[src/rtl/mem_port_arbiter_if.sv]
// Bundle of the fetch, data and memory-port signals that pass through mem_port_arbiter.
// slave is the arbiter's view. master is the view of the pipeline and memory that surround it.
interface mem_port_arbiter_if;
   logic        if_req;
   logic [31:0] if_addr;
   logic [31:0] if_rdata;
   logic        if_valid;
   logic        dm_req;
   logic        dm_we;
   logic [31:0] dm_addr;
   logic [31:0] dm_wdata;
   logic [31:0] dm_rdata;
   logic        dm_valid;
   logic        mem_req;
   logic        mem_we;
   logic [31:0] mem_addr;
   logic [31:0] mem_wdata;
   logic        mem_ready;
   logic [31:0] mem_rdata;
   logic        stall_if;
   logic        stall_dm;

   modport slave (
      input  if_req, if_addr, dm_req, dm_we, dm_addr, dm_wdata, mem_ready, mem_rdata,
      output if_rdata, if_valid, dm_rdata, dm_valid, mem_req, mem_we, mem_addr, mem_wdata,
             stall_if, stall_dm
   );

   modport master (
      output if_req, if_addr, dm_req, dm_we, dm_addr, dm_wdata, mem_ready, mem_rdata,
      input  if_rdata, if_valid, dm_rdata, dm_valid, mem_req, mem_we, mem_addr, mem_wdata,
             stall_if, stall_dm
   );
endinterface

[src/rtl/mem_port_arbiter.sv]
// Shares one variable-latency memory port between instruction fetch and load/store.
// Data side wins the first conflict, later conflicts alternate. A stuck transfer is aborted by a timeout.
module mem_port_arbiter #(
   parameter int unsigned TIMEOUT = 255
) (
   input  logic                clk,
   input  logic                rst,
   mem_port_arbiter_if.slave   bus,
   output logic                timeout_err
);

   localparam logic [31:0] NOP    = 32'h0000_0013;
   localparam logic [16:0] TO_LIM = 17'(TIMEOUT);

   typedef enum logic [1:0] {IDLE, BUSY_IF, BUSY_DM, ABORT} state_t;

   state_t      state;
   logic        last_dm;
   logic [15:0] wait_cnt;
   logic [16:0] wait_next;
   logic        elig_if, elig_dm, grant_dm;

   // A requester whose valid is high this cycle is about to drop req, so it is masked.
   assign elig_if   = bus.if_req & ~bus.if_valid;
   assign elig_dm   = bus.dm_req & ~bus.dm_valid;
   assign grant_dm  = elig_dm & (~elig_if | ~last_dm);
   assign wait_next = {1'b0, wait_cnt} + 17'd1;

   assign bus.stall_if = bus.if_req & ~bus.if_valid;
   assign bus.stall_dm = bus.dm_req & ~bus.dm_valid;

   always_ff @(posedge clk) begin
      if (rst) begin
         state         <= IDLE;
         last_dm       <= 1'b0;
         wait_cnt      <= '0;
         timeout_err   <= 1'b0;
         bus.mem_req   <= 1'b0;
         bus.mem_we    <= 1'b0;
         bus.mem_addr  <= '0;
         bus.mem_wdata <= '0;
         bus.if_rdata  <= '0;
         bus.dm_rdata  <= '0;
         bus.if_valid  <= 1'b0;
         bus.dm_valid  <= 1'b0;
      end else begin
         bus.if_valid <= 1'b0;
         bus.dm_valid <= 1'b0;
         case (state)
            IDLE: begin
               if (elig_if || elig_dm) begin
                  bus.mem_req <= 1'b1;
                  wait_cnt    <= '0;
                  last_dm     <= grant_dm;
                  if (grant_dm) begin
                     bus.mem_we    <= bus.dm_we;
                     bus.mem_addr  <= bus.dm_addr;
                     bus.mem_wdata <= bus.dm_wdata;
                     state         <= BUSY_DM;
                  end else begin
                     bus.mem_we    <= 1'b0;
                     bus.mem_addr  <= bus.if_addr;
                     bus.mem_wdata <= '0;
                     state         <= BUSY_IF;
                  end
               end
            end
            BUSY_IF, BUSY_DM: begin
               if (bus.mem_ready) begin
                  bus.mem_req <= 1'b0;
                  state       <= IDLE;
                  if (state == BUSY_IF) begin
                     bus.if_rdata <= bus.mem_rdata;
                     bus.if_valid <= 1'b1;
                  end else begin
                     // Stores leave the last load data in place.
                     if (!bus.mem_we) bus.dm_rdata <= bus.mem_rdata;
                     bus.dm_valid <= 1'b1;
                  end
               end else begin
                  wait_cnt <= wait_next[15:0];
                  if (TIMEOUT != 0 && wait_next == TO_LIM) begin
                     bus.mem_req <= 1'b0;
                     timeout_err <= 1'b1;
                     state       <= ABORT;
                  end
               end
            end
            ABORT: begin
               // last_dm still names the requester whose transfer was aborted.
               if (last_dm) begin
                  bus.dm_rdata <= '0;
                  bus.dm_valid <= 1'b1;
               end else begin
                  bus.if_rdata <= NOP;
                  bus.if_valid <= 1'b1;
               end
               state <= IDLE;
            end
            default: state <= IDLE;
         endcase
      end
   end

endmodule

[src/flat_wrapper.sv]
// flat-port wrapper written by rule: the top's interface ports become plain ports
module mem_port_arbiter_flat 
#(
   parameter int unsigned TIMEOUT = 255
)
  (clk, rst, timeout_err, bus_if_req, bus_if_addr, bus_dm_req, bus_dm_we, bus_dm_addr, bus_dm_wdata, bus_mem_ready, bus_mem_rdata, bus_if_rdata, bus_if_valid, bus_dm_rdata, bus_dm_valid, bus_mem_req, bus_mem_we, bus_mem_addr, bus_mem_wdata, bus_stall_if, bus_stall_dm);
  mem_port_arbiter_if bus_i ();
  input  logic clk;
  input  logic rst;
  output logic timeout_err;
  input wire logic [$bits(bus_i.if_req)-1:0] bus_if_req;
  input wire logic [$bits(bus_i.if_addr)-1:0] bus_if_addr;
  input wire logic [$bits(bus_i.dm_req)-1:0] bus_dm_req;
  input wire logic [$bits(bus_i.dm_we)-1:0] bus_dm_we;
  input wire logic [$bits(bus_i.dm_addr)-1:0] bus_dm_addr;
  input wire logic [$bits(bus_i.dm_wdata)-1:0] bus_dm_wdata;
  input wire logic [$bits(bus_i.mem_ready)-1:0] bus_mem_ready;
  input wire logic [$bits(bus_i.mem_rdata)-1:0] bus_mem_rdata;
  output wire logic [$bits(bus_i.if_rdata)-1:0] bus_if_rdata;
  output wire logic [$bits(bus_i.if_valid)-1:0] bus_if_valid;
  output wire logic [$bits(bus_i.dm_rdata)-1:0] bus_dm_rdata;
  output wire logic [$bits(bus_i.dm_valid)-1:0] bus_dm_valid;
  output wire logic [$bits(bus_i.mem_req)-1:0] bus_mem_req;
  output wire logic [$bits(bus_i.mem_we)-1:0] bus_mem_we;
  output wire logic [$bits(bus_i.mem_addr)-1:0] bus_mem_addr;
  output wire logic [$bits(bus_i.mem_wdata)-1:0] bus_mem_wdata;
  output wire logic [$bits(bus_i.stall_if)-1:0] bus_stall_if;
  output wire logic [$bits(bus_i.stall_dm)-1:0] bus_stall_dm;
  assign bus_i.if_req = bus_if_req;
  assign bus_i.if_addr = bus_if_addr;
  assign bus_i.dm_req = bus_dm_req;
  assign bus_i.dm_we = bus_dm_we;
  assign bus_i.dm_addr = bus_dm_addr;
  assign bus_i.dm_wdata = bus_dm_wdata;
  assign bus_i.mem_ready = bus_mem_ready;
  assign bus_i.mem_rdata = bus_mem_rdata;
  assign bus_if_rdata = bus_i.if_rdata;
  assign bus_if_valid = bus_i.if_valid;
  assign bus_dm_rdata = bus_i.dm_rdata;
  assign bus_dm_valid = bus_i.dm_valid;
  assign bus_mem_req = bus_i.mem_req;
  assign bus_mem_we = bus_i.mem_we;
  assign bus_mem_addr = bus_i.mem_addr;
  assign bus_mem_wdata = bus_i.mem_wdata;
  assign bus_stall_if = bus_i.stall_if;
  assign bus_stall_dm = bus_i.stall_dm;
  mem_port_arbiter #(.TIMEOUT(TIMEOUT)) u_core (.clk(clk), .rst(rst), .bus(bus_i), .timeout_err(timeout_err));
endmodule
[config.mk]
export PLATFORM = sky130hd
export DESIGN_NAME = mem_port_arbiter_flat
export DESIGN_NICKNAME = d
export VERILOG_FILES = /design/src/rtl/mem_port_arbiter_if.sv /design/src/rtl/mem_port_arbiter.sv /design/src/flat_wrapper.sv
export SDC_FILE = /design/constraint.sdc
export NUM_CORES = 1
export LEC_CHECK = 0
export CAP_MARGIN = 20
export CORE_UTILIZATION = 40
export DETAILED_ROUTE_END_ITERATION = 12
export PLACE_DENSITY = 0.82
export SYNTH_ARGS = -nofsm -noshare
export SYNTH_HDL_FRONTEND = slang
export SYNTH_SLANG_ARGS = --single-unit
export TNS_END_PERCENT = 50
[constraint.sdc]
create_clock -name clk -period 3.35 [get_ports clk]
set_input_delay 0.335 -clock clk [delete_from_list [all_inputs] [get_ports clk]]
set_output_delay 0.335 -clock clk [all_outputs]
set_load 0.01 [all_outputs]
==> results.yml, run 1 <==
critical_path:
  crit_required_ns: 3.66
  slowest_delay_ns: 0.53
  crit_type: "register to register"
  crit_family: "simple AND/OR/NAND/NOR gates"
  path_max_fanout: 6
  crit_path_end_kind: "register"
  cp.buffers_inverters: 0
  critPathSlowestCell: "or4b_4"
  crit_chain: "ha_1 -> nand3_2 -> xor2_1 -> or4b_4 -> a2111oi_4 -> a211oi_1 -> or3_1"
  cp-start-kind: "register"
  cp.arrival_ns: 2.89
floorplan:
  coreArea_um2: 15400
  die_y_um: 128
  row_count: 45
  die_w_um: 128
  start_util_pct: 41.5
  die_area_um2: 16500
  num_io_pins: 269
drt:
  drc: 0
  wl_met3_um: 1780
  wire_per_inst_um: 15.6
  highest_layer: "met4"
  ant_nets: 0
  drt-total-wl_um: 19600
  first_pass_iters: 5
  vias: 6508
  drt_iter0_markers: 353
  dr_wl_met2_um: 9340
  wl_met1_um: 8000
  via_per_inst: 5.18
yosys:
  synth_nets: 939
  postSynth.asyncResetShare_pct: 0
  ys_warn_count: 0
  netlist_instances: 798
  yosysMostFrequentCell: "nand2_1"
  synth_edf_count: 0
  ys_top_cells_by_count: "nand2_1 (198), dfxtp_1 (152), nor2_1 (101)"
  ys.flop_type: "dfxtp_1"
  synth.cell_area_um2: 6380
  synth_cell_types: 50
  synth_top_area_share_pct: 47.7
  ys_top_cells_by_area: "dfxtp_1 (48%), nand2_1 (12%), nor2_1 (5.9%)"
  synth-seq-area-share_pct: 47.7
  yosys.area.top_type: "dfxtp_1"
  syn_area_per_cell_um2: 7.99
  synth-seq-cells: 152
power:
  ir_worst_vdd_mv: 0.382
  power.total_mw: 6.79
  p_per_area_nw_per_um2: 693
  leakagePower_nw: 3.59
sta:
  setup_slack_ns: 0.770
  worst_slew_margin_rel_pct: 48.3
  fin_crit_sh_pct: 77.0
  worst_pin_slew_ns: 0.767
  layout_min_cycle_time_ns: 2.58
  max_clock_freq_ghz: 0.388
  skew_ns: 0.0124
  finalSetupViolCount: 0
  rsz0062_at_grt: "false"
  finalHoldViolCount: 0
  timing.hold.ws_ns: 0.444
  maxSlewViolCount: 0
  tns_ns: 0
clock_network:
  cts_buffers: 17
  cts_sinks: 152
  root_buffer: "clkbuf_16"
  ctsHoldBuffers: 0
  path_clk_slew_ns: 0.06
  post-cts-setup-buffers: 0
  cts_tree: "done"
  cts_resized: 0
  clock_path_buffers: 2
  h-tree-depth: 4
  clk_latency_ns: 0.42
cells_and_area:
  fin_nets: 1174
  stdcell_count: 1257
  utilization_pct: 63.7
  antenna_cells: 0
  drive_above_1_share_pct: 5.83
  final_cell_area_um2: 9800
  n_fill_cell: 1332
  area_growth_pct: 53.6
flow_run:
  maxCapViolCount: 0
global_routing:
  antenna_found_initial: 0
  grt_max_degree: 65
  grt_pass1_wl_um: 30400
  grt_overflow: 0
  grtUsageTotal_pct: 23.5
  grt_pass1_vias: 6067
placement:
  port_buffers: 268
  place_inst: 1224
  place.gp.congestion: 0.822
  dpl.hpwl_um: 13200
  preCtsSetupSlack_ns: 0.714
  place_area_um2: 9170
min_path:
  hold_path.class: "input pin to register"
status:
  status: "finished clean"
[worst register-to-register path: cells and delay by family, from the launching register on]
family	cells	cell delay, ns
DFF	1	0.41
adders and majority gates	1	0.30
AOI/OAI and AO/OA	2	0.58
xor gates and xnor gates	1	0.16
and+or+nand+nor	3	1.03
[worst paths after layout]
check | from | to | slack, ns | cells after the start
worst max-delay path | u_core.wait_cnt[0] | u_core.bus.mem_req | 0.77 | 7
worst max register to register | u_core.wait_cnt[0] | u_core.bus.mem_req | 0.77 | 7
worst min-delay path | rst | u_core.wait_cnt[12] | 0.44 | 2
worst min register to register | u_core.bus.dm_rdata[0] | u_core.bus.dm_rdata[0] | 0.45 | 2
[flip-flops by register name (all words and copies together) (netlist names)]
signal and cells:
u_core.bus.mem_req 1, u_core.bus.if_valid 1, u_core.bus.mem_addr 32, u_core.timeout_err 1, u_core.state 2, u_core.wait_cnt 16
u_core.bus.dm_valid 1, u_core.bus.dm_rdata 32, u_core.bus.if_rdata 32, u_core.last_dm 1, u_core.bus.mem_wdata 32, u_core.bus.mem_we 1
[per-layer routing]
layer  up-vias  GRT usage, %
met5         -             0
met3        33          7.60
met1      3017          27.0
li1       3193             -
met2       265          39.6
met4         0          10.7
[area by class of cell]
type	instances	area [um^2]	share of cell area, %
Clock buffer	21	450	4.60
Sequential cell	152	3040	31.1
Multi-Input combinational cell	576	3080	31.4
Inverter	6	22.5	0.230
Clock inverter	11	146	1.49
Tap cell	211	264	2.70
Timing Repair Buffer	280	2790	28.5
[cell families (layout without fill, tap and decap cells)]
logic type	after synthesis	in the layout	synth area share, %
mux	1	1	0.157
compound gates	176	176	18.9
simple gates	386	386	26.8
buf+inv	70	318	4.30
xor+xnor	6	6	0.824
fa+ha+maj	7	7	1.37
flops	152	152	47.7
[cell usage in the layout (no fill, tap or decap), types with 2 or more instances in the layout]
cell | synthesis | final
a311oi_1 | 37 | 37
nand2_1 | 198 | 198
and2_1 | 4 | 3
a22oi_1 | 37 | 37
clkinv_2 | 0 | 3
a211oi_1 | 5 | 4
dfxtp_1 | 152 | 152
or3_2 | 2 | 2
o21ai_0 | 9 | 9
inv_6 | 0 | 2
a21oi_1 | 75 | 74
clkdlybuf4s50_1 | 0 | 267
xnor2_1 | 5 | 5
nand3b_1 | 3 | 3
nor4_1 | 2 | 2
a31oi_1 | 4 | 4
buf_4 | 0 | 12
ha_1 | 7 | 7
clkbuf_1 | 58 | 3
nor2b_1 | 32 | 32
nand4_1 | 2 | 2
nand3_1 | 11 | 11
clkinvlp_4 | 0 | 2
inv_1 | 6 | 6
nor2_1 | 101 | 101
nor3b_1 | 4 | 4
bufinv_16 | 0 | 3
nand2b_1 | 4 | 4
nor3_1 | 9 | 9
or3_1 | 2 | 2
clkbuf_16 | 0 | 17
[power by group]
part           internal (mW)  switching, mW
clock                   1.19          0.751
sequential              2.17          0.198
combinational           1.16           1.31
total                   4.53           2.26
No activity file was read; power rests on OpenSTA's default activity.
==> inputs of run 2 (changes only) <==
==> constraint.sdc (replaced) <==
create_clock -name clk -period 2.7 [get_ports clk]
set_input_delay 0.27 -clock clk [delete_from_list [all_inputs] [get_ports clk]]
set_output_delay 0.27 -clock clk [all_outputs]
set_load 0.01 [all_outputs]
==> run 2 against run 1 <==
  * Non-clock buffer count rose by 5
  * Register-to-register slack got worse by 0.54 ns
  * Combinational power rose by 26%
  * Worst setup slack got worse by 0.54 ns
  * Global-route usage fell by 0.32 points
  * Clock skew fell by 0.0051 ns
  * Critical path type unchanged
  * Highest routed layer unchanged
==> results.yml, run 2 (synthesis results as in run 1) <==
sta:
  tns_ns: 0
  setup_slack_ns: 0.232
  maxSlewViolCount: 0
  fin_crit_sh_pct: 91.4
  worst_pin_slew_ns: 0.506
  layout_min_cycle_time_ns: 2.47
  max_clock_freq_ghz: 0.405
  rsz0062_at_grt: "false"
  finalSetupViolCount: 0
  finalHoldViolCount: 0
  timing.hold.ws_ns: 0.285
  worst_slew_margin_rel_pct: 66.3
  skew_ns: 0.00733
flow_run:
  maxCapViolCount: 0
drt:
  wire_per_inst_um: 15.1
  via_per_inst: 5.07
  drt_iter0_markers: 328
  drt-total-wl_um: 19000
  vias: 6398
  first_pass_iters: 5
  ant_nets: 0
  drc: 0
clock_network:
  cts_resized: 0
  root_buffer: "clkbuf_16"
  h-tree-depth: 4
  ctsHoldBuffers: 0
  path_clk_slew_ns: 0.06
  cts_tree: "done"
  clock_path_buffers: 2
  post-cts-setup-buffers: 0
  cts_buffers: 17
  cts_sinks: 152
  clk_latency_ns: 0.42
placement:
  place_inst: 1230
  preCtsSetupSlack_ns: 0.238
  port_buffers: 268
  place_area_um2: 9250
  place.gp.congestion: 0.853
  dpl.hpwl_um: 13000
critical_path:
  reg2regPathDepth: 7
  cp.arrival_ns: 2.77
  cp-start-kind: "register"
  crit_type: "register to register"
  endpoint: "u_core.bus.mem_req"
  r2r-start: "u_core.wait_cnt[0]"
  r2r_slack_ns: 0.23
  r2r-end: "u_core.bus.mem_req"
  crit_path_end_kind: "register"
  crit_required_ns: 3.00
  startpoint: "u_core.wait_cnt[0]"
  path_max_fanout: 6
global_routing:
  grt_pass1_wl_um: 30000
  grt_overflow: 0
  grt_pass1_vias: 6061
  antenna_found_initial: 0
  grtUsageTotal_pct: 23.2
  grt_max_degree: 69
min_path:
  hold_path.class: "input pin to register"
cells_and_area:
  drive_above_1_share_pct: 6.38
  multi_input_area_um2: 3080
  utilization_pct: 64.4
  area_growth_pct: 55.3
  final_cell_mix: "clkdlybuf4s50_1 (267), nand2_1 (198), dfxtp_1 (152), nor2_1 (101), a21oi_1 (74)"
  fin_nets: 1179
  ff_latch_area_um2: 3040
  n_fill_cell: 1285
  antenna_cells: 0
  final_cell_area_um2: 9910
  stdcell_count: 1261
  final_common_cell: "clkdlybuf4s50_1"
floorplan:
  die_y_um: 128
  num_io_pins: 269
  start_util_pct: 41.5
  coreArea_um2: 15400
  die_w_um: 128
  row_count: 45
  die_area_um2: 16500
power:
  leakagePower_nw: 3.65
  ir_worst_vdd_mv: 0.488
  power.total_mw: 8.65
  p_per_area_nw_per_um2: 873
status:
  status: "finished clean"
## run 2: layout make-up
cell class	instances	share of cell area (%)
multi-input combinational	576	31.1
inverter	6	0.227
clock inverter	11	1.97
timing repair buffer	285	28.7
clock buffer	20	4.61
tap	211	2.67
sequential	152	30.7
## run 2: critical path, stage by stage (launching register included)
cell	delay, ns
dfxtp_1	0.40
ha_1	0.28
nand3_2	0.12
xor2_1	0.17
or4b_4	0.53
a2111oi_4	0.34
a211oi_1	0.13
or3_1	0.37
## run 2: how the worst min path moves through the flow
stage	end	slack, ns	from	cells past startpoint
global placement	u_core.bus.dm_rdata[4]	0.44	u_core.bus.dm_rdata[4]	2
floorplan	u_core.bus.mem_wdata[0]	0.42	bus_dm_wdata[0]	2
CTS	u_core.last_dm	0.28	rst	2
global route	u_core.last_dm	0.30	rst	2
finish	u_core.wait_cnt[13]	0.29	rst	2
detailed placement	u_core.bus.dm_rdata[3]	0.45	u_core.bus.dm_rdata[3]	2
## run 2: power by group
| group | total (mW) | switching [mW] | internal, mW | leakage (nW) |
|---|---|---|---|---|
| Clock | 2.61 | 0.923 | 1.69 | 0.320 |
| Sequential | 2.93 | 0.238 | 2.70 | 1.25 |
| Combinational | 3.10 | 1.63 | 1.47 | 2.08 |
| Total | 8.65 | 2.79 | 5.85 | 3.65 |
## run 2: routing by layer
metal	track usage (%)	vias up	wire, um
met1	27.3	2922	8150
li1	-	3212	-
met4	11.0	0	490
met2	38.8	225	8940
met3	6.47	39	1460
met5	0	-	0
